--- config.mk ---
export PLATFORM = sky130hd
export DESIGN_NAME = bcd_latch_bank_flat
export DESIGN_NICKNAME = d
export VERILOG_FILES = /design/src/rtl/bcd_latch_bank_if.sv /design/src/rtl/bcd_latch_bank.sv /design/src/flat_wrapper.sv
export SDC_FILE = /design/constraint.sdc
export NUM_CORES = 1
export LEC_CHECK = 0
export ABC_AREA = 1
export CAP_MARGIN = 40
export CORE_AREA = 2 2 82 84
export DETAILED_ROUTE_END_ITERATION = 8
export DIE_AREA = 0 0 84 86
export REMOVE_ABC_BUFFERS = 1
export SLEW_MARGIN = 20
export SYNTH_ARGS = -nofsm -noshare
export SYNTH_HDL_FRONTEND = slang
export SYNTH_SLANG_ARGS = --single-unit
--- constraint.sdc ---
create_clock -name clk -period 1.6 [get_ports clk]
set_input_delay 0.4 -clock clk [delete_from_list [all_inputs] [get_ports clk]]
set_output_delay 0.4 -clock clk [all_outputs]
set_load 0.01 [all_outputs]
--- src/rtl/bcd_latch_bank_if.sv ---
// Bus between the counter chain / gate controller and the display latch bank.
// master drives the count and control inputs, slave is the latch bank.
interface bcd_latch_bank_if #(
  parameter int DIGITS = 4
);
  logic [4*DIGITS-1:0] deci;
  logic                ovf_in;
  logic                lock;
  logic                hold;
  logic                clr;
  logic [4*DIGITS-1:0] latchout;
  logic [DIGITS-1:0]   blank;
  logic                ovf_out;
  logic                err;
  logic                upd;
  logic                miss;

  modport master (
    output deci, ovf_in, lock, hold, clr,
    input  latchout, blank, ovf_out, err, upd, miss
  );

  modport slave (
    input  deci, ovf_in, lock, hold, clr,
    output latchout, blank, ovf_out, err, upd, miss
  );
endinterface

--- src/rtl/bcd_latch_bank.sv ---
// Display latch for the frequency meter: captures the BCD count on each lock rise,
// with hold/freeze, overflow and non-BCD flagging, clear and leading-zero blanking.
module bcd_latch_bank #(
  parameter int DIGITS   = 4,
  parameter bit BLANK_LZ = 1'b1
) (
  input  logic             clk,
  input  logic             rst_n,
  bcd_latch_bank_if.slave  bus
);
  localparam int W = 4 * DIGITS;
  localparam logic [DIGITS-1:0] BLANK_RST =
    BLANK_LZ ? {{(DIGITS-1){1'b1}}, 1'b0} : {DIGITS{1'b0}};

  function automatic logic [W-1:0] sanitize(input logic [W-1:0] d);
    logic [W-1:0] r;
    r = d;
    for (int i = 0; i < DIGITS; i++) begin
      if (d[4*i +: 4] > 4'd9) r[4*i +: 4] = 4'hF;
      else                    r[4*i +: 4] = d[4*i +: 4];
    end
    return r;
  endfunction

  function automatic logic non_bcd(input logic [W-1:0] d);
    logic e;
    e = 1'b0;
    for (int i = 0; i < DIGITS; i++) begin
      e = e | (d[4*i +: 4] > 4'd9);
    end
    return e;
  endfunction

  function automatic logic [DIGITS-1:0] blank_mask(input logic [W-1:0] d);
    logic [DIGITS-1:0] m;
    logic              zr;
    m  = {DIGITS{1'b0}};
    zr = 1'b1;
    for (int i = DIGITS - 1; i >= 1; i--) begin
      zr   = zr & (d[4*i +: 4] == 4'h0);
      m[i] = zr & BLANK_LZ;
    end
    return m;
  endfunction

  logic          s1_q, s2_q, s3_q, h_q;
  logic [1:0]    init_q;
  logic          arm_q, arm_d;
  logic [W-1:0]  sh_data_q, sh_data_d;
  logic          sh_ovf_q, sh_ovf_d, sh_err_q, sh_err_d;
  logic [W-1:0]  disp_q, disp_d;
  logic [DIGITS-1:0] blank_q, blank_d;
  logic          ovf_q, ovf_d, err_q, err_d, upd_q, upd_d, miss_q, miss_d;
  logic [W-1:0]  cap_data_s;
  logic          cap_err_s, cap_s, hold_fall_s;

  // lock synchroniser, edge register and hold history
  always_ff @(posedge clk or negedge rst_n) begin
    if (!rst_n) begin
      s1_q   <= 1'b0;
      s2_q   <= 1'b0;
      s3_q   <= 1'b0;
      h_q    <= 1'b0;
      init_q <= 2'd0;
    end else begin
      s1_q   <= bus.lock;
      s2_q   <= s1_q;
      s3_q   <= s2_q;
      h_q    <= bus.hold;
      init_q <= (init_q == 2'd2) ? init_q : init_q + 2'd1;
    end
  end

  // arm_q only rises once the synchronised lock has been seen low after reset,
  // so a lock level still high across reset release never counts as a rise.
  always_comb begin
    cap_data_s  = sanitize(bus.deci);
    cap_err_s   = non_bcd(bus.deci);
    cap_s       = s2_q & ~s3_q & arm_q;
    hold_fall_s = h_q & ~bus.hold;
    arm_d       = arm_q | ((init_q == 2'd2) & ~s2_q);
    sh_data_d   = sh_data_q;
    sh_ovf_d    = sh_ovf_q;
    sh_err_d    = sh_err_q;
    disp_d      = disp_q;
    blank_d     = blank_q;
    ovf_d       = ovf_q;
    err_d       = err_q;
    miss_d      = miss_q;
    upd_d       = 1'b0;
    if (bus.clr) begin
      sh_data_d = {W{1'b0}};
      sh_ovf_d  = 1'b0;
      sh_err_d  = 1'b0;
      disp_d    = {W{1'b0}};
      blank_d   = BLANK_RST;
      ovf_d     = 1'b0;
      err_d     = 1'b0;
      miss_d    = 1'b0;
    end else if (cap_s) begin
      sh_data_d = cap_data_s;
      sh_ovf_d  = bus.ovf_in;
      sh_err_d  = cap_err_s;
      if (!bus.hold) begin
        disp_d  = cap_data_s;
        blank_d = blank_mask(cap_data_s);
        ovf_d   = bus.ovf_in;
        err_d   = cap_err_s;
        miss_d  = 1'b0;
        upd_d   = 1'b1;
      end else begin
        miss_d  = 1'b1;
      end
    end else if (hold_fall_s && miss_q) begin
      disp_d  = sh_data_q;
      blank_d = blank_mask(sh_data_q);
      ovf_d   = sh_ovf_q;
      err_d   = sh_err_q;
      miss_d  = 1'b0;
      upd_d   = 1'b1;
    end else begin
      upd_d   = 1'b0;
    end
  end

  // shadow and display registers
  always_ff @(posedge clk or negedge rst_n) begin
    if (!rst_n) begin
      arm_q     <= 1'b0;
      sh_data_q <= {W{1'b0}};
      sh_ovf_q  <= 1'b0;
      sh_err_q  <= 1'b0;
      disp_q    <= {W{1'b0}};
      blank_q   <= BLANK_RST;
      ovf_q     <= 1'b0;
      err_q     <= 1'b0;
      upd_q     <= 1'b0;
      miss_q    <= 1'b0;
    end else begin
      arm_q     <= arm_d;
      sh_data_q <= sh_data_d;
      sh_ovf_q  <= sh_ovf_d;
      sh_err_q  <= sh_err_d;
      disp_q    <= disp_d;
      blank_q   <= blank_d;
      ovf_q     <= ovf_d;
      err_q     <= err_d;
      upd_q     <= upd_d;
      miss_q    <= miss_d;
    end
  end

  assign bus.latchout = disp_q;
  assign bus.blank    = blank_q;
  assign bus.ovf_out  = ovf_q;
  assign bus.err      = err_q;
  assign bus.upd      = upd_q;
  assign bus.miss     = miss_q;
endmodule

--- src/flat_wrapper.sv ---
// flat-port wrapper written by rule: the top's interface ports become plain ports
module bcd_latch_bank_flat 
#(
  parameter int DIGITS   = 4,
  parameter bit BLANK_LZ = 1'b1
)
  (clk, rst_n, bus_deci, bus_ovf_in, bus_lock, bus_hold, bus_clr, bus_latchout, bus_blank, bus_ovf_out, bus_err, bus_upd, bus_miss);
  bcd_latch_bank_if #(.DIGITS(DIGITS)) bus_i ();
  input  logic clk;
  input  logic rst_n;
  input wire logic [$bits(bus_i.deci)-1:0] bus_deci;
  input wire logic [$bits(bus_i.ovf_in)-1:0] bus_ovf_in;
  input wire logic [$bits(bus_i.lock)-1:0] bus_lock;
  input wire logic [$bits(bus_i.hold)-1:0] bus_hold;
  input wire logic [$bits(bus_i.clr)-1:0] bus_clr;
  output wire logic [$bits(bus_i.latchout)-1:0] bus_latchout;
  output wire logic [$bits(bus_i.blank)-1:0] bus_blank;
  output wire logic [$bits(bus_i.ovf_out)-1:0] bus_ovf_out;
  output wire logic [$bits(bus_i.err)-1:0] bus_err;
  output wire logic [$bits(bus_i.upd)-1:0] bus_upd;
  output wire logic [$bits(bus_i.miss)-1:0] bus_miss;
  assign bus_i.deci = bus_deci;
  assign bus_i.ovf_in = bus_ovf_in;
  assign bus_i.lock = bus_lock;
  assign bus_i.hold = bus_hold;
  assign bus_i.clr = bus_clr;
  assign bus_latchout = bus_i.latchout;
  assign bus_blank = bus_i.blank;
  assign bus_ovf_out = bus_i.ovf_out;
  assign bus_err = bus_i.err;
  assign bus_upd = bus_i.upd;
  assign bus_miss = bus_i.miss;
  bcd_latch_bank #(.DIGITS(DIGITS), .BLANK_LZ(BLANK_LZ)) u_core (.clk(clk), .rst_n(rst_n), .bus(bus_i));
endmodule
==> metrics.csv <==
metric,value,unit
status,"finished, final reports clean",
io_pins,46,
syn_avg_cell_area,9.15,um^2
setup-violations-final,0,
die_h,86,um
antenna_found_initial,0,
syn_to_final_growth,36.2,%
synthMuxAreaShare,0,%
htreeDepth,2,
final_nets,325,
drc_errors,0,
drv_cap,0,
powerDensity,861,nW/um^2
cts_buffers,5,
die_w,84,um
vias,1650,
path_cells,clkdlybuf4s50_1,
postRouteAntennaNets,0,
core_area,6280,um^2
ys_seq_area_share,56.5,%
grt_max_degree,49,
synth-compound-area-share,8.34,%
gp_congestion,0.820,
detail_route.vias_per_cell,4.34,
grt_usage,13.4,%
cts.clk_slew.worst_paths,0.08,ns
drive_gt1_share,21.5,%
drt_iter0_markers,43,
wl_per_cell,11.9,um
final.setup.tns,0,ns
syn_inst,233,
grt_pass1_wl,7550,um
synth_edf_count,0,
hp-class,primary input to async pin,
slew_violations,0,
wl,4530,um
cts_buffer_depth,2,
dr_wl_met3,195,um
layout_commonest_cell,nand2_1,
wl_met2,2230,um
crit_family,buffers and inverters,
cts_tree,done,
drt_first_pass_iters,6,
end_kind,output port,
rsz0062_at_grt,false,
crit_fanout,1,
ir_drop,0.383,mV
p_leak,1.60,nW
min_period,1.56,ns
antenna_cells,0,
cp_data_required_time,1.20,ns
max_freq,0.642,GHz
insertion_delay,0.30,ns
grt_pass1_vias,1626,
arrival,1.16,ns
ys_warn_count,0,
async_reset_ff_share,100,%
cts.sinks,48,
cp-start-kind,register,
cpPeakStageDelay,0.53,ns
mostFrequentLayoutCells,"nand2_1 (95), dfrtp_1 (45), clkdlybuf4s50_1 (21), buf_4 (21), nor2_1 (20)",
port_buffers,44,
crit_buf_inv,1,
synth-adder-area-share,0.587,%
synthXorXnorAreaFrac,0.411,%
synthFlopType,dfrtp_1,
synth_top_family_by_area,simple AND/OR/NAND/NOR gates,
criticalPathCategory,register to output port,
synth-simple-area-share,27.2,%
root_buffer,clkbuf_8,
slowest_stage,clkdlybuf4s50_1,
wl_met1,2050,um
floorplan.die_area,7220,um^2
netlist_area,2130,um^2
core.rowCount,29,
num-fill-cells,602,
synth_cell_type_count,24,
min_period_over_period,97.3,%
synth_seq_cells,48,
finalPower,0.00250,W
final_hold_viol_count,0,
fin_skew,0.00251,ns
initial_core_util,33.9,%
top_layer_used,met4,
hpwl,3230,um
overflow,0,
[path summary, 6_finish.rpt]
path                            slack [ns]                  end  depth (start not counted)           start
worst max-delay path                  0.04              bus_upd                          1  u_core.bus.upd
worst min-delay path                  0.06         u_core.arm_q                          2           rst_n
worst max register to register        0.32  u_core.bus.blank[1]                          8     u_core.s3_q
worst min register to register        0.35          u_core.s2_q                          0     u_core.s1_q
max in group asynchronous             1.25  u_core.bus.blank[1]                          2           rst_n
min in group clk                      0.35          u_core.s2_q                          0     u_core.s1_q
[routing by layer]
layer | track usage (%) | vias up
li1 | - | 852
met1 | 16.7 | 760
met2 | 22.5 | 33
met3 | 3.85 | 5
met4 | 4.55 | 0
met5 | 0 | -
[report_power, final]
part	internal (W)	switching, W	leakage, nW
combinational	0.000220	0.000232	0.939
sequential	0.00130	0.0000398	0.623
clock	0.000308	0.000400	0.0422
[metrics by stage]
stage / worst slack [ns] / instance area [um^2] / std cells / util, % / hold slack (ns)
2_1_floorplan: 0.175 / 2040 / 225 / - / 0.104
3_3_place_gp: -0.111 / 2830 / 372 / 45.1 / 0.333
3_5_place_dp: -0.127 / 2830 / 372 / 45.1 / 0.336
4_1_cts: 0.000830 / 2890 / 380 / 46.1 / 0.0752
5_1_grt: 0.00263 / 2900 / 380 / 46.2 / 0.0780
6_report: 0.0434 / 2900 / 380 / 46.2 / 0.0598
[state kept, by name (all words and copies together), names as in the netlist]
name                 flops
u_core.arm_q             1
u_core.bus.latchout     16
u_core.sh_err_q          1
u_core.bus.ovf_out       1
u_core.bus.upd           1
u_core.init_q            2
u_core.s3_q              1
u_core.s1_q              1
u_core.bus.err           1
u_core.sh_data_q        16
u_core.bus.blank         3
u_core.s2_q              1
u_core.sh_ovf_q          1
u_core.bus.miss          1
u_core.h_q               1
[final cells by class]
type / instances / area (um^2) / area share [%]
multi-input combinational: 162 / 783 / 27.0
clock buffer: 7 / 76.3 / 2.63
sequential: 48 / 1200 / 41.5
timing repair buffer: 70 / 681 / 23.4
inverter: 15 / 56.3 / 1.94
tap: 77 / 96.3 / 3.32
clock inverter: 1 / 5.00 / 0.172
[cell usage after synthesis (3+ instances only)]
cell,instances,area share [%]
buf_6,5,2.6
dfrtp_1,45,53
dfstp_2,3,3.7
inv_1,13,2.3
nand2_1,95,17
nand2_2,10,2.9
nand3_1,5,1.2
nor2_1,20,3.5
o21ai_0,9,2.1
o21ai_2,10,4.1
[what timing repair did]
item | 4_1_cts | 5_1_grt
endpoints found under the setup margin | 18 | 4
buffers inserted | 0 | 0
cloned | 0 | 0
hold buffers | 0 | 0
resized for setup | 18 | 4
[logic make-up after synthesis]
group / after synthesis
AOI/OAI and AO/OA: 24
other: 1
DFF: 48
adders and majority gates: 1
xor gates and xnor gates: 1
and+or+nand+nor: 135
buffers and inverters: 23
Power figures use the tool's default switching activity.
==> variant (config.mk and constraints unchanged) <==
`DIGITS` is set to 4 in 3 places; all go to 8.
--- a/src/rtl/bcd_latch_bank_if.sv
+++ b/src/rtl/bcd_latch_bank_if.sv
@@ -1,7 +1,7 @@
 // Bus between the counter chain / gate controller and the display latch bank.
 // master drives the count and control inputs, slave is the latch bank.
 interface bcd_latch_bank_if #(
-  parameter int DIGITS = 4
+  parameter int DIGITS = 8
 );
   logic [4*DIGITS-1:0] deci;
   logic                ovf_in;
--- a/src/rtl/bcd_latch_bank.sv
+++ b/src/rtl/bcd_latch_bank.sv
@@ -1,7 +1,7 @@
 // Display latch for the frequency meter: captures the BCD count on each lock rise,
 // with hold/freeze, overflow and non-BCD flagging, clear and leading-zero blanking.
 module bcd_latch_bank #(
-  parameter int DIGITS   = 4,
+  parameter int DIGITS   = 8,
   parameter bit BLANK_LZ = 1'b1
 ) (
   input  logic             clk,
--- a/src/flat_wrapper.sv
+++ b/src/flat_wrapper.sv
@@ -1,7 +1,7 @@
 // flat-port wrapper written by rule: the top's interface ports become plain ports
 module bcd_latch_bank_flat 
 #(
-  parameter int DIGITS   = 4,
+  parameter int DIGITS   = 8,
   parameter bit BLANK_LZ = 1'b1
 )
   (clk, rst_n, bus_deci, bus_ovf_in, bus_lock, bus_hold, bus_clr, bus_latchout, bus_blank, bus_ovf_out, bus_err, bus_upd, bus_miss);
Ports: changed (resized bus_blank, bus_deci and bus_latchout); port bits go from 46 to 82. No check against the original RTL was run, so the function may have changed too.
==> variant against the original RTL <==
Power rose by 91%; setup slack better by 0.0055 ns; via count is 88% higher; clock skew rose by 0.0059 ns; non-clock buffer count up 37; count of clock-buffer cells in the layout grew 6; cell area is 70% higher; combinational power up 85%; final cell count rose by 58%; area after synthesis up 74%; synthesized cell count is 79% higher; die area unchanged; sequential cell count up 36; wire length increased by 90%; largest power group unchanged.
==> variant: results (changes against the original RTL) <==
outcome=completed (unchanged); Ys Warns=0 (unchanged); Hold WC Path Type=flop to flop (was input pin to asynchronous set/reset pin); # Post-CTS Setup Buffers=0 (unchanged); ys async rst share=100% (unchanged); via density per instance=5.17 (was 4.34); RD Place Congestion=0.892 (was 0.820); Max clock buf depth=2 (unchanged); Fillers=472 (was 602); placed cell count=584 (was 372); reg2reg end=u_core.bus.blank[1] (unchanged); antenna violations before repair=0 (unchanged); initial drt markers=181 (was 43); GRT Total Usage=25.3% (was 13.4%); Mapped Cells=416 (was 233); Setup Skew=0.00843 ns (was 0.00251 ns); Crit Reg-Reg Startpoint=u_core.sh_data_q[28] (was u_core.s3_q); VDD IR max=0.000639 V (was 0.000383 V); Fin. Hold Viols=0 (unchanged); CTS buffer count=9 (was 5); largest cells by area after synthesis=dfrtp_1 (52%), nand2_1 (14%), dfstp_2 (5.0%) (was dfrtp_1 (53%), nand2_1 (17%), o21ai_2 (4.1%)); IO buf count=80 (was 44); share of cells above drive strength 1=14.1% (was 21.5%); Seq/Total Area, Yosys=57.0% (was 56.5%); Critical Path Start=u_core.bus.blank[2] (was u_core.bus.upd); Skew-Pair Late Insertion Delay=0.35 ns (was 0.30 ns); Post-DP Area=4760 um^2 (was 2830 um^2); WHS Path Cells=0; Routed wire per std cell=14.3 um (was 11.9 um); Synth cell types=30 (was 24); total number of vias=3107 (was 1650); Detailed Routing Iterations Pass 1=4 (was 6); critical path's top delay family=flip-flops (was buffers and inverters); Root Buffer=clkbuf_8 (unchanged); CP peak stage delay=0.54 ns; cell at the slowest stage of the critical path=dfstp_2 (was clkdlybuf4s50_1); largest net degree at the start of global routing=36 (was 49); global-route wire length before repair=14400 um (was 7550 um); Hold Startpoint=u_core.s1_q; Final HPWL DP=6170 um (was 3230 um); CTS clock-pin slew for the worst setup and hold paths=0.08 ns (about the same); Lkg Pwr=2.62 nW (was 1.60 nW); ANT cells=0 (unchanged); most common library cells after synthesis=nand2_1 (139), dfrtp_1 (77), inv_1 (44), o21ai_0 (30), nor2_1 (28) (was nand2_1 (95), dfrtp_1 (45), nor2_1 (20), inv_1 (13)); CP endpoint=bus_blank[2] (was bus_upd); largest fanout on the critical path=2 (was 1); r2r setup slk=0.19 ns (was 0.32 ns); vias in the first global route=3164 (was 1626); Worst Reg-to-Reg Cells=7 (was 8); final net count=558 (was 325); H-tree depth=3 (was 2); Arr. time, crit path=1.15 ns
variant: changes by cell type after synthesis, sizes merged, moves of 3 or more:
cell | before | now
o21ai | 22 | 50
dfrtp | 45 | 77
a21oi | 0 | 6
buf | 8 | 15
nor2 | 23 | 30
nand2 | 106 | 144
dfstp | 3 | 7
inv | 15 | 49
nand4 | 0 | 3
o22ai | 0 | 5
a31oi | 0 | 13
nor3 | 0 | 6
variant: worst register-to-register path, stage by stage, from the launching register on:
cell and delay (ns):
dfrtp_1 0.40, nor2_1 0.11, nand2_1 0.09, nor2_1 0.24, nand4_1 0.14, a21oi_2 0.20, nand4_1 0.11, nand2_1 0.08
variant: metrics by stage:
| stage | setup WS (ns) | hold slack (ns) | utilization, % |
|---|---|---|---|
| 5_1_grt | 0.00278 | 0.383 | 78.4 |
| 6_report | 0.0489 | 0.372 | 78.4 |
| 3_3_place_gp | -0.169 | 0.337 | 75.8 |
| 4_1_cts | 0.0245 | 0.377 | 78.4 |
| 3_5_place_dp | -0.202 | 0.339 | 75.8 |
| 2_1_floorplan | -0.0324 | 0.104 | - |
variant: cell families after synthesis:
group / share of synthesized area, %
DFF: 57.0
other: 0.101
buffers and inverters: 8.68
AOI/OAI and AO/OA: 12.7
adders and majority gates: 0.338
and+or+nand+nor: 21.0
xor gates and xnor gates: 0.236
variant: area by class of cell:
| class | instances | area [um^2] | share of cell area [%] |
|---|---|---|---|
| clock buffers | 13 | 159 | 3.23 |
| clock inverters | 3 | 45.0 | 0.915 |
| inverters | 49 | 186 | 3.79 |
| multi-input cells | 268 | 1270 | 25.8 |
| flip-flops and latches | 84 | 2110 | 42.9 |
| well taps | 77 | 96.3 | 1.96 |
| repair buffers | 107 | 1050 | 21.4 |
variant: how the worst min path moves through the flow:
stage / endpoint
final: u_core.s2_q
after floorplan: u_core.arm_q
after detailed placement: u_core.init_q[0]
after global routing: u_core.s2_q
after global placement: u_core.init_q[0]
after CTS: u_core.s2_q
variant: timing repair:
action	in CTS	in global routing
cloned	0	0
endpoints found under the hold margin	18	0
hold buffers	1	0
setup endpoints to repair	43	3
resized for setup	43	3
variant: per-layer routing:
layer | wire (um) | global-route usage (%) | vias up
met4 | 121 | 10.1 | 0
li1 | - | - | 1528
met2 | 4220 | 42.5 | 82
met3 | 409 | 4.72 | 14
met1 | 3840 | 33.0 | 1483
met5 | 0 | 0 | -
variant: power by group:
| part | switching (mW) | internal, mW | total [mW] | leakage, nW |
|---|---|---|---|---|
| clock network | 0.736 | 0.809 | 1.55 | 0.0959 |
| logic | 0.456 | 0.378 | 0.834 | 1.44 |
| registers | 0.0816 | 2.30 | 2.38 | 1.08 |
| total | 1.27 | 3.49 | 4.76 | 2.62 |
